`config.mk`:
```
export PLATFORM = sky130hd
export DESIGN_NAME = universal_shift_register
export DESIGN_NICKNAME = d
export VERILOG_FILES = /design/src/rtl/usr_pkg.sv /design/src/rtl/usr_shift_core.sv /design/src/rtl/universal_shift_register.sv
export SDC_FILE = /design/constraint.sdc
export NUM_CORES = 1
export LEC_CHECK = 0
export BUFFER_PORTS_ARGS = -buffer_cell sky130_fd_sc_hd__buf_2
export CORE_MARGIN = 2
export CORE_UTILIZATION = 30
export CTS_CLUSTER_SIZE = 12
export DETAILED_ROUTE_END_ITERATION = 10
export GPL_ROUTABILITY_DRIVEN = 0
export SLEW_MARGIN = 20
export SYNTH_ARGS = -nofsm -noshare
export SYNTH_HDL_FRONTEND = slang
export SYNTH_HIERARCHICAL = 1
export SYNTH_SLANG_ARGS = --single-unit
```
`constraint.sdc`:
```
create_clock -name clk -period 1.2 [get_ports clk]
set_input_delay 0.24 -clock clk [delete_from_list [all_inputs] [get_ports clk]]
set_output_delay 0.24 -clock clk [all_outputs]
set_load 0.02 [all_outputs]
```
`src/rtl/usr_pkg.sv`:
```
// usr_pkg: shared types for the universal shift register.
//   op_e    - 3-bit operation select driven on the op port
//   state_e - burst sequencer state (used only when USR_BURST_EN is defined)
package usr_pkg;

   typedef enum logic [2:0] {
      OP_HOLD  = 3'b000,
      OP_LOAD  = 3'b001,
      OP_SHL   = 3'b010,
      OP_SHR   = 3'b011,
      OP_ROL   = 3'b100,
      OP_ROR   = 3'b101,
      OP_CLEAR = 3'b110,
      OP_BURST = 3'b111
   } op_e;

   typedef enum logic {
      ST_IDLE = 1'b0,
      ST_BUSY = 1'b1
   } state_e;

endpackage

```
`src/rtl/usr_shift_core.sv`:
```
// usr_shift_core: combinational next-word mux for the universal shift register.
// Ports:
//   op          in  op_e   effective operation (already qualified by en/burst)
//   cur         in  WIDTH  current register word
//   serial_in_l in  1      bit entering bit 0 on left shift
//   serial_in_r in  1      bit entering bit WIDTH-1 on right shift
//   nxt         out WIDTH  next register word
// OP_BURST never reaches the mux as a shift; the top maps it, so here it holds.
module usr_shift_core
   import usr_pkg::*;
#(
   parameter int WIDTH = 4
) (
   input  op_e              op,
   input  logic [WIDTH-1:0] cur,
   input  logic             serial_in_l,
   input  logic             serial_in_r,
   output logic [WIDTH-1:0] nxt
);

   always_comb begin
      nxt = cur;
      case (op)
         OP_HOLD:  nxt = cur;
         OP_LOAD:  nxt = cur;
         OP_SHL:   nxt = {cur[WIDTH-2:0], serial_in_l};
         OP_SHR:   nxt = {serial_in_r, cur[WIDTH-1:1]};
         OP_ROL:   nxt = {cur[WIDTH-2:0], cur[WIDTH-1]};
         OP_ROR:   nxt = {cur[0], cur[WIDTH-1:1]};
         OP_CLEAR: nxt = '0;
         OP_BURST: nxt = cur;
         default:  nxt = cur;
      endcase
   end

endmodule

```
`src/rtl/universal_shift_register.sv`:
```
// universal_shift_register: parallel load, logical shift / rotate both ways,
// synchronous clear and an optional self-timed MSB-first burst.
// Optional feature macro: USR_BURST_EN (burst FSM, counter, busy, done).
// Without it, op 111 holds and busy/done are constant 0.
// Ports:
//   clk          in  1      rising-edge clock
//   reset        in  1      asynchronous active-low reset
//   en           in  1      operation enable (ignored while busy, except CLEAR)
//   op           in  3      operation select (usr_pkg::op_e encoding)
//   parallel_in  in  WIDTH  load data
//   serial_in_l  in  1      bit entering bit 0 on left shift / burst
//   serial_in_r  in  1      bit entering bit WIDTH-1 on right shift
//   parallel_out out WIDTH  register contents
//   serial_out_l out 1      parallel_out[WIDTH-1]
//   serial_out_r out 1      parallel_out[0]
//   busy         out 1      burst in progress
//   done         out 1      one-cycle pulse when a burst completes
//
// Burst FSM states:
//   state   | meaning
//   ST_IDLE | normal ops accepted when en=1; BURST shifts once and arms cnt
//   ST_BUSY | shifts left every edge; CLEAR with en=1 aborts; cnt==1 finishes
module universal_shift_register
   import usr_pkg::*;
#(
   parameter int WIDTH = 4
) (
   input  logic             clk,
   input  logic             reset,
   input  logic             en,
   input  logic [2:0]       op,
   input  logic [WIDTH-1:0] parallel_in,
   input  logic             serial_in_l,
   input  logic             serial_in_r,
   output logic [WIDTH-1:0] parallel_out,
   output logic             serial_out_l,
   output logic             serial_out_r,
   output logic             busy,
   output logic             done
);

   op_e              op_i;
   op_e              core_op;
   logic [WIDTH-1:0] data_q;
   logic [WIDTH-1:0] shift_nxt;
   logic [WIDTH-1:0] data_d;

   assign op_i = op_e'(op);

   usr_shift_core #(
      .WIDTH (WIDTH)
   ) u_core (
      .op          (core_op),
      .cur         (data_q),
      .serial_in_l (serial_in_l),
      .serial_in_r (serial_in_r),
      .nxt         (shift_nxt)
   );

   // LOAD is resolved here so the core never needs parallel_in.
   assign data_d = (core_op == OP_LOAD) ? parallel_in : shift_nxt;

   always_ff @(posedge clk or negedge reset) begin
      if (!reset) begin
         data_q <= '0;
      end else begin
         data_q <= data_d;
      end
   end

`ifdef USR_BURST_EN
   localparam int CNT_W = $clog2(WIDTH);

   state_e           state_q;
   logic [CNT_W-1:0] cnt_q;
   logic             done_q;

   always_comb begin
      core_op = OP_HOLD;
      if (state_q == ST_BUSY) begin
         core_op = (en && op_i == OP_CLEAR) ? OP_CLEAR : OP_SHL;
      end else if (en) begin
         // The accepting edge already performs the first of WIDTH shifts.
         core_op = (op_i == OP_BURST) ? OP_SHL : op_i;
      end
   end

   always_ff @(posedge clk or negedge reset) begin
      if (!reset) begin
         state_q <= ST_IDLE;
         cnt_q   <= '0;
         done_q  <= 1'b0;
      end else begin
         done_q <= 1'b0;
         case (state_q)
            ST_IDLE: begin
               if (en && op_i == OP_BURST) begin
                  state_q <= ST_BUSY;
                  cnt_q   <= CNT_W'(WIDTH - 1);
               end
            end
            ST_BUSY: begin
               if (en && op_i == OP_CLEAR) begin
                  state_q <= ST_IDLE;
                  cnt_q   <= '0;
               end else if (cnt_q == CNT_W'(1)) begin
                  state_q <= ST_IDLE;
                  cnt_q   <= '0;
                  done_q  <= 1'b1;
               end else begin
                  cnt_q <= cnt_q - CNT_W'(1);
               end
            end
            default: begin
               state_q <= ST_IDLE;
               cnt_q   <= '0;
            end
         endcase
      end
   end

   assign busy = (state_q == ST_BUSY);
   assign done = done_q;
`else
   // BURST passes through to the core, which treats it as HOLD.
   assign core_op = en ? op_i : OP_HOLD;
   assign busy    = 1'b0;
   assign done    = 1'b0;
`endif

   assign parallel_out = data_q;
   assign serial_out_l = data_q[WIDTH-1];
   assign serial_out_r = data_q[0];

endmodule

```
# Yosys cells after proc, flatten, opt, wreduce, memory -nomap -nowiden
# Index checks and enable logic that the tools add are counted.
[word_totals] regBits=4 in_bits=12 output_inout_bits=8 elab_cells=14
[op_classes] n_eq_ne=8 muxes=3 n_reduce_logical=2
[op_table] op="$pmux 4 s5" n=1
[op_table] op="$eq 3x3->1 const B" n=4
[op_table] op="$eq 3x2->1 const B" n=2
[op_table] op="$mux 4" n=1
[op_table] op="$eq 3x1->1 const B" n=1
[op_table] op="$logic_not 3->1" n=1
[op_table] op="$mux 3" n=1
[op_table] op="$ne 2x1->1 const B" n=1
[op_table] op="$reduce_or 2->1" n=1

# Longest topological paths before layout
# Gate-level depths: netlist of run 1.
[logic_depth] ltp_word=4 ltp_mapped=6 depth_no_buf=5

# Modules after synthesis
# Netlist of run 1, hierarchy kept.
[by_module_without_submodules] mod="universal_shift_register" n_inst=1 cells_per_inst=17 area_per_inst_um2=215.2 seq_area_each_um2=100.1
[by_module_without_submodules] mod="usr_shift_core" n_inst=1 cells_per_inst=24 area_per_inst_um2=191.4 seq_area_each_um2=0.0

# Worst setup path after synthesis of run 1
# Ideal clock, no wire load.
[synth_path] path_type="flip-flop to flip-flop" startpoint="register data_q[1] (netlist: parallel_out[1])" endpoint="register data_q[0] (netlist: parallel_out[0])" setup_ps=125 arrival_ps=1293 required_ps=1075 slack_ps=-218 path_stages_with_launch=5 path_buffers=0 period_less_slack_ps=1418 cell_sequence="dfrtp_1 -> mux2_4 -> a221oi_2 -> a211oi_2 -> mux2_2"
[synth_via] elab_chain_len=2
[synth_lines] element="start: declaration" line_no="universal_shift_register.sv:44" source="logic [WIDTH-1:0] data_q;"
[synth_lines] element="start signal: assignment" line_no="universal_shift_register.sv:67" source="data_q <= data_d;"
[synth_lines] element="$pmux 4 s5" line_no="usr_shift_core.sv:23" source="case (op)"
[synth_lines] element="net shift_nxt[0]" line_no="universal_shift_register.sv:45" source="logic [WIDTH-1:0] shift_nxt;"
[synth_lines] element="$mux 4" line_no="universal_shift_register.sv:61" source="assign data_d = (core_op == OP_LOAD) ? parallel_in : shift_nxt;"
[synth_lines] element="net data_d[0]" line_no="universal_shift_register.sv:46" source="logic [WIDTH-1:0] data_d;"
# The timed path passes the listed nets, and every way through them passes these cells.
# A chain may end at the register's enable or synchronous reset.

# Final worst setup path of run 1
# Same ends and word-level chain as after synthesis.

==> metrics.cfg, run 1 <==
[run_status]
status = finished, violations left
violations = negative setup slack

[synthesis]
synth-seq-cells = 4
synth-compound-area-share_pct = 18.8
syn_avg_cell_area_sq_um = 9.92
synthXorXnorAreaFrac_pct = 2.15
netlist_instances = 41
ys.warnings.count = 6
syn_area_sq_um = 407
ys_seq_area_share_pct = 24.6
synth_simple_gate_area_share_pct = 19.7
synth_top_family_by_area = multiplexers
synth.distinct_cells = 26
muxShareOfSynthArea_pct = 22.5
yosys.area_share.adder_pct = 0

[layout]
syn2layout_area_growth_pct = 59.7
fillers = 139
layout_common_cells = buf_2 (14), buf_4 (9), mux2_4 (5), buf_6 (4)
final_nets = 81
largest_reg_flops = 4
fin_util_pct = 50.5
layout_commonest_cell = buf_2
stdcell_area_sq_um = 649
diodes = 0
drive_gt1_share_pct = 69.1

[clock_network]
clk_pin_slew_ns = 0.05
clock_sinks = 4
clock_path_buffers = 2
clockRootBuffer = clkbuf_4
cts_buffers = 3
cts_tree = yes
clock_latency_ns = 0.24
htreeDepth = 1

[timing]
fin_skew_ns = 0.0111
setup_viol = 6
period_needed_ns = 1.36
maxSlewViolCount = 0
rsz0062_at_grt = true
fin_hold_ws_ns = 0.238
finalSetupTns_ns = -0.630
fmax_ghz = 0.735
finalCritPeriodShare_pct = 113
final-hold-violation-count = 0
fin_ws_ns = -0.160

[worst_setup_path]
cp-end-kind = flop
worstSetupPathType = flop to flop
cp-start-kind = flop
max_stage_delay_ns = 0.40
worstPathArrival_ns = 1.48
worstPathCellList = mux2_4, a221oi_4, a211oi_2, mux2_2
crit_fanout = 2
cp_data_required_time_ns = 1.32
cpMaxStageDelayCell = dfrtp_2

[drt]
dr_total_vias = 397
drt_first_pass_iters = 3
final_antenna_net_count = 0
post_drt_wl_per_cell_um = 12.1
viasPerCell = 4.78
drc = 0
drt-total-wl_um = 1000
drt_iter0_markers = 14

[floorplanning]
die_y_um = 40.8
core-area_sq_um = 1280
die_x_um = 40.8
start_util_pct = 31.6
dieArea_sq_um = 1670
ios = 20
rows = 13

[grt]
antenna_found_initial = 0
track_usage_pct = 14.9
grt_max_degree = 12
grt_pass1_wl_um = 1520
grt_pass1_vias = 370
grt.overflow.total = 0

[power_and_ir_drop]
p_per_area_nw_per_um2 = 1320
power_mw = 0.859
cellLeakagePower_nw = 0.298
vdd_drop_max_v = 0.000605

[job]
maxCapViolations = 0

[placement]
dpl_cell_area_sq_um = 538
dp_hpwl_um = 738
port_buffers = 17

[hold_path]
hold_class = primary input to flop

## what timing repair did
action / in CTS / in global routing
hold endpoints to repair: 4 / 0
setup buffers: 2 / 1
gates resized for setup: 6 / 6
endpoints found under the setup margin: 4 / 7
hold buffers: 1 / 0
pin swaps: 2 / 3
## worst max-delay path: cells and delay by family (launching register included)
family | cells | cell delay, ns
flops | 1 | 0.40
compound gates | 2 | 0.29
mux | 2 | 0.55
## path summary, 6_finish.rpt
path	start	endpoint	slack (ns)	cells after the start
worst max-delay path	parallel_out[1]	parallel_out[0]	-0.16	4
worst min-delay path	parallel_in[0]	parallel_out[0]	0.24	2
worst max register to register	parallel_out[1]	parallel_out[0]	-0.16	4
worst min register to register	parallel_out[2]	parallel_out[2]	0.76	3
max in group asynchronous	reset	parallel_out[2]	0.71	2
min in group asynchronous	reset	parallel_out[0]	0.34	2
## cell usage after synthesis (all sizes together)
library cell	instances	area [sq um]
xnor2	1	8.76
nor3b	2	20.0
and4bb	1	16.3
nand2	1	3.75
a31oi	1	6.26
conb	1	3.75
o221ai	1	8.76
o22ai	1	6.26
a21oi	1	5.00
inv	1	3.75
o21ai	1	5.00
a211oi	1	12.5
nand3	2	10.0
nor2	1	3.75
mux2	6	71.3
buf	6	42.5
and2	3	20.0
dfrtp	4	100
and3	1	6.26
mux2i	2	20.0
o2bb2ai	2	17.5
a221oi	1	15.0
## power by group
| group | switching (mW) | internal (mW) |
|---|---|---|
| sequential | 0.0328 | 0.172 |
| clock | 0.0599 | 0.125 |
| combinational | 0.206 | 0.263 |
## layout make-up
type	instances	area, sq um	share of cell area [%]
Timing Repair Buffer	28	193	29.7
Clock buffer	4	26.3	4.05
Tap cell	15	18.8	2.89
Inverter	1	3.75	0.578
Multi-Input combinational cell	31	304	46.8
Sequential cell	4	104	16.0
## stage by stage
step           instances  setup WS [ns]
2_1_floorplan         42         -0.190
3_3_place_gp          75         -0.330
3_5_place_dp          75         -0.343
4_1_cts               82         -0.187
5_1_grt               83         -0.205
6_report              83         -0.160
## cell families after synthesis
family,count (synthesis)
AND/OR/NAND/NOR,11
AO/OA/AOI/OAI,9
multiplexers,8
buffers and inverters,7
flip-flops,4
XOR/XNOR,1
other,1
## layer usage
layer | routed length, um | global-route usage [%] | up-vias
li1 | - | - | 202
met1 | 466 | 16.9 | 183
met2 | 505 | 24.6 | 12
met3 | 31 | 3.26 | 0
met4 | 0 | 10.0 | 0
met5 | 0 | 0 | -
(Power assumes the default switching activity.)
==> run 2, diff against run 1 <==
- PLACE_DENSITY: not set -> 0.66
- SKIP_LAST_GASP: not set -> 1
==> run 2 against run 1 <==
  * The run still ends with negative setup slack left
  * Cell count down 2.4%
  * Die area unchanged
  * Sequential power about the same
  * Fmax down 0.19%
  * Largest power group unchanged
==> metrics.cfg, run 2 (same netlist as run 1, synthesis figures left out) <==
[run_status]
status = finished, violations left
violations = negative setup slack

[power_and_ir_drop]
vdd_drop_max_v = 0.000620
cellLeakagePower_nw = 0.292
p_per_area_nw_per_um2 = 1320

[clock_network]
htreeDepth = 1
clock_latency_ns = 0.24
cts_buffers = 3
cts_tree = yes
clockRootBuffer = clkbuf_4
clock_sinks = 4
clk_pin_slew_ns = 0.04
clock_path_buffers = 2

[layout]
final_nets = 79
drive_gt1_share_pct = 66.7
layout_commonest_cell = buf_2
diodes = 0
syn2layout_area_growth_pct = 57.5
fillers = 129
layout_common_cells = buf_2 (13), buf_6 (7), buf_4 (5), mux2_4 (4)
largest_reg_flops = 4

[worst_setup_path]
worstRegToRegCells = 5
worstSetupPathType = flop to flop
worstPathArrival_ns = 1.48
worstPathCellList = buf_6, mux2_4, nand3_1, o221ai_1, mux2_4
max_stage_delay_ns = 0.40
cp-end-kind = flop
worstReg2RegStart = parallel_out[0]
cp-start-kind = flop
rr_endpoint = parallel_out[3]
r2r_slack_ns = -0.16
cp_data_required_time_ns = 1.31
cp-endpoint = parallel_out[3]
crit_fanout = 2
crit_path_frequent_cell = mux2_4
crit_start = parallel_out[0]
cpMaxStageDelayCell = dfrtp_2

[floorplanning]
start_util_pct = 31.6
ios = 20
core-area_sq_um = 1280
die_y_um = 40.8
die_x_um = 40.8
dieArea_sq_um = 1670
rows = 13

[timing]
rsz0062_at_grt = true
fin_skew_ns = 0.00587
finalCritPeriodShare_pct = 114
fin_ws_ns = -0.163
final-hold-violation-count = 0
fmax_ghz = 0.734
setup_viol = 5
finalSetupTns_ns = -0.427
maxSlewViolCount = 0
period_needed_ns = 1.36
fin_hold_ws_ns = 0.238

[drt]
drt-total-wl_um = 1010
final_antenna_net_count = 0
drc = 0
drt_first_pass_iters = 2
viasPerCell = 4.83
dr_total_vias = 391
post_drt_wl_per_cell_um = 12.4
drt_iter0_markers = 3

[grt]
grt_pass1_wl_um = 1530
antenna_found_initial = 0
track_usage_pct = 14.5
grt_max_degree = 12
grt_pass1_vias = 379
grt.overflow.total = 0

[placement]
dp_hpwl_um = 788
port_buffers = 17

[job]
maxCapViolations = 0

[hold_path]
hold_class = primary input to flop

## run 2: cell types whose count changed in the layout (fill, tap and decap cells not counted), sizes merged
cell	before	now
buf	27	25
## run 2: what timing repair did
item                                    CTS  global route
endpoints found under the hold margin     4             0
hold buffers                              1             0
setup buffers                             1             1
pin swaps                                 2             2
endpoints found under the setup margin    2             8
resized for setup                         0            14
## run 2: power breakdown
part           switching [mW]  leakage (nW)  internal (mW)
sequential             0.0304        0.0462          0.172
clock                  0.0582        0.0150          0.125
combinational           0.204         0.231          0.254
## run 2: final cells by class
class	instances	area, sq um	share of cell area (%)
multi-input combinational	31	297	46.3
timing repair buffer	26	191	29.9
sequential	4	104	16.2
clock buffer	4	26.3	4.10
tap	15	18.8	2.93
inverter	1	3.75	0.586
## run 2: metrics by stage
step                      instance area (sq um)  utilization [%]  setup WS (ns)  cells  total power, mW
final                                       641             49.9         -0.163     81            0.844
after global routing                        641             49.9         -0.213     81            0.913
after CTS                                   582             45.3         -0.195     81            0.785
after detailed placement                    538             41.9         -0.347     75            0.578
after global placement                      538             41.9         -0.301     75            0.568
after floorplan                             434                -         -0.190     42            0.462
## run 2: critical path, delay by kind of cell, from the launching register on
family / cells / cell delay [ns]
compound gates: 1 / 0.12
flops: 1 / 0.40
mux: 2 / 0.52
simple gates: 1 / 0.08
buf+inv: 1 / 0.12
## run 2: how the worst min path moves through the flow
stage	from	cells past startpoint	end	slack, ns
6_report	parallel_in[1]	2	parallel_out[1]	0.24
2_1_floorplan	reset	0	parallel_out[0]	-0.06
5_1_grt	parallel_in[3]	2	parallel_out[3]	0.23
3_3_place_gp	reset	1	parallel_out[3]	0.05
3_5_place_dp	reset	1	parallel_out[3]	0.05
4_1_cts	parallel_in[3]	2	parallel_out[3]	0.23
## run 2: routing by layer
metal / share of wire, % / global-route usage [%] / vias up
li1: - / - / 197
met1: 42 / 16.2 / 181
met2: 53 / 25.4 / 13
met3: 4.3 / 1.63 / 0
met4: 0 / 10.0 / 0
met5: 0 / 0 / -
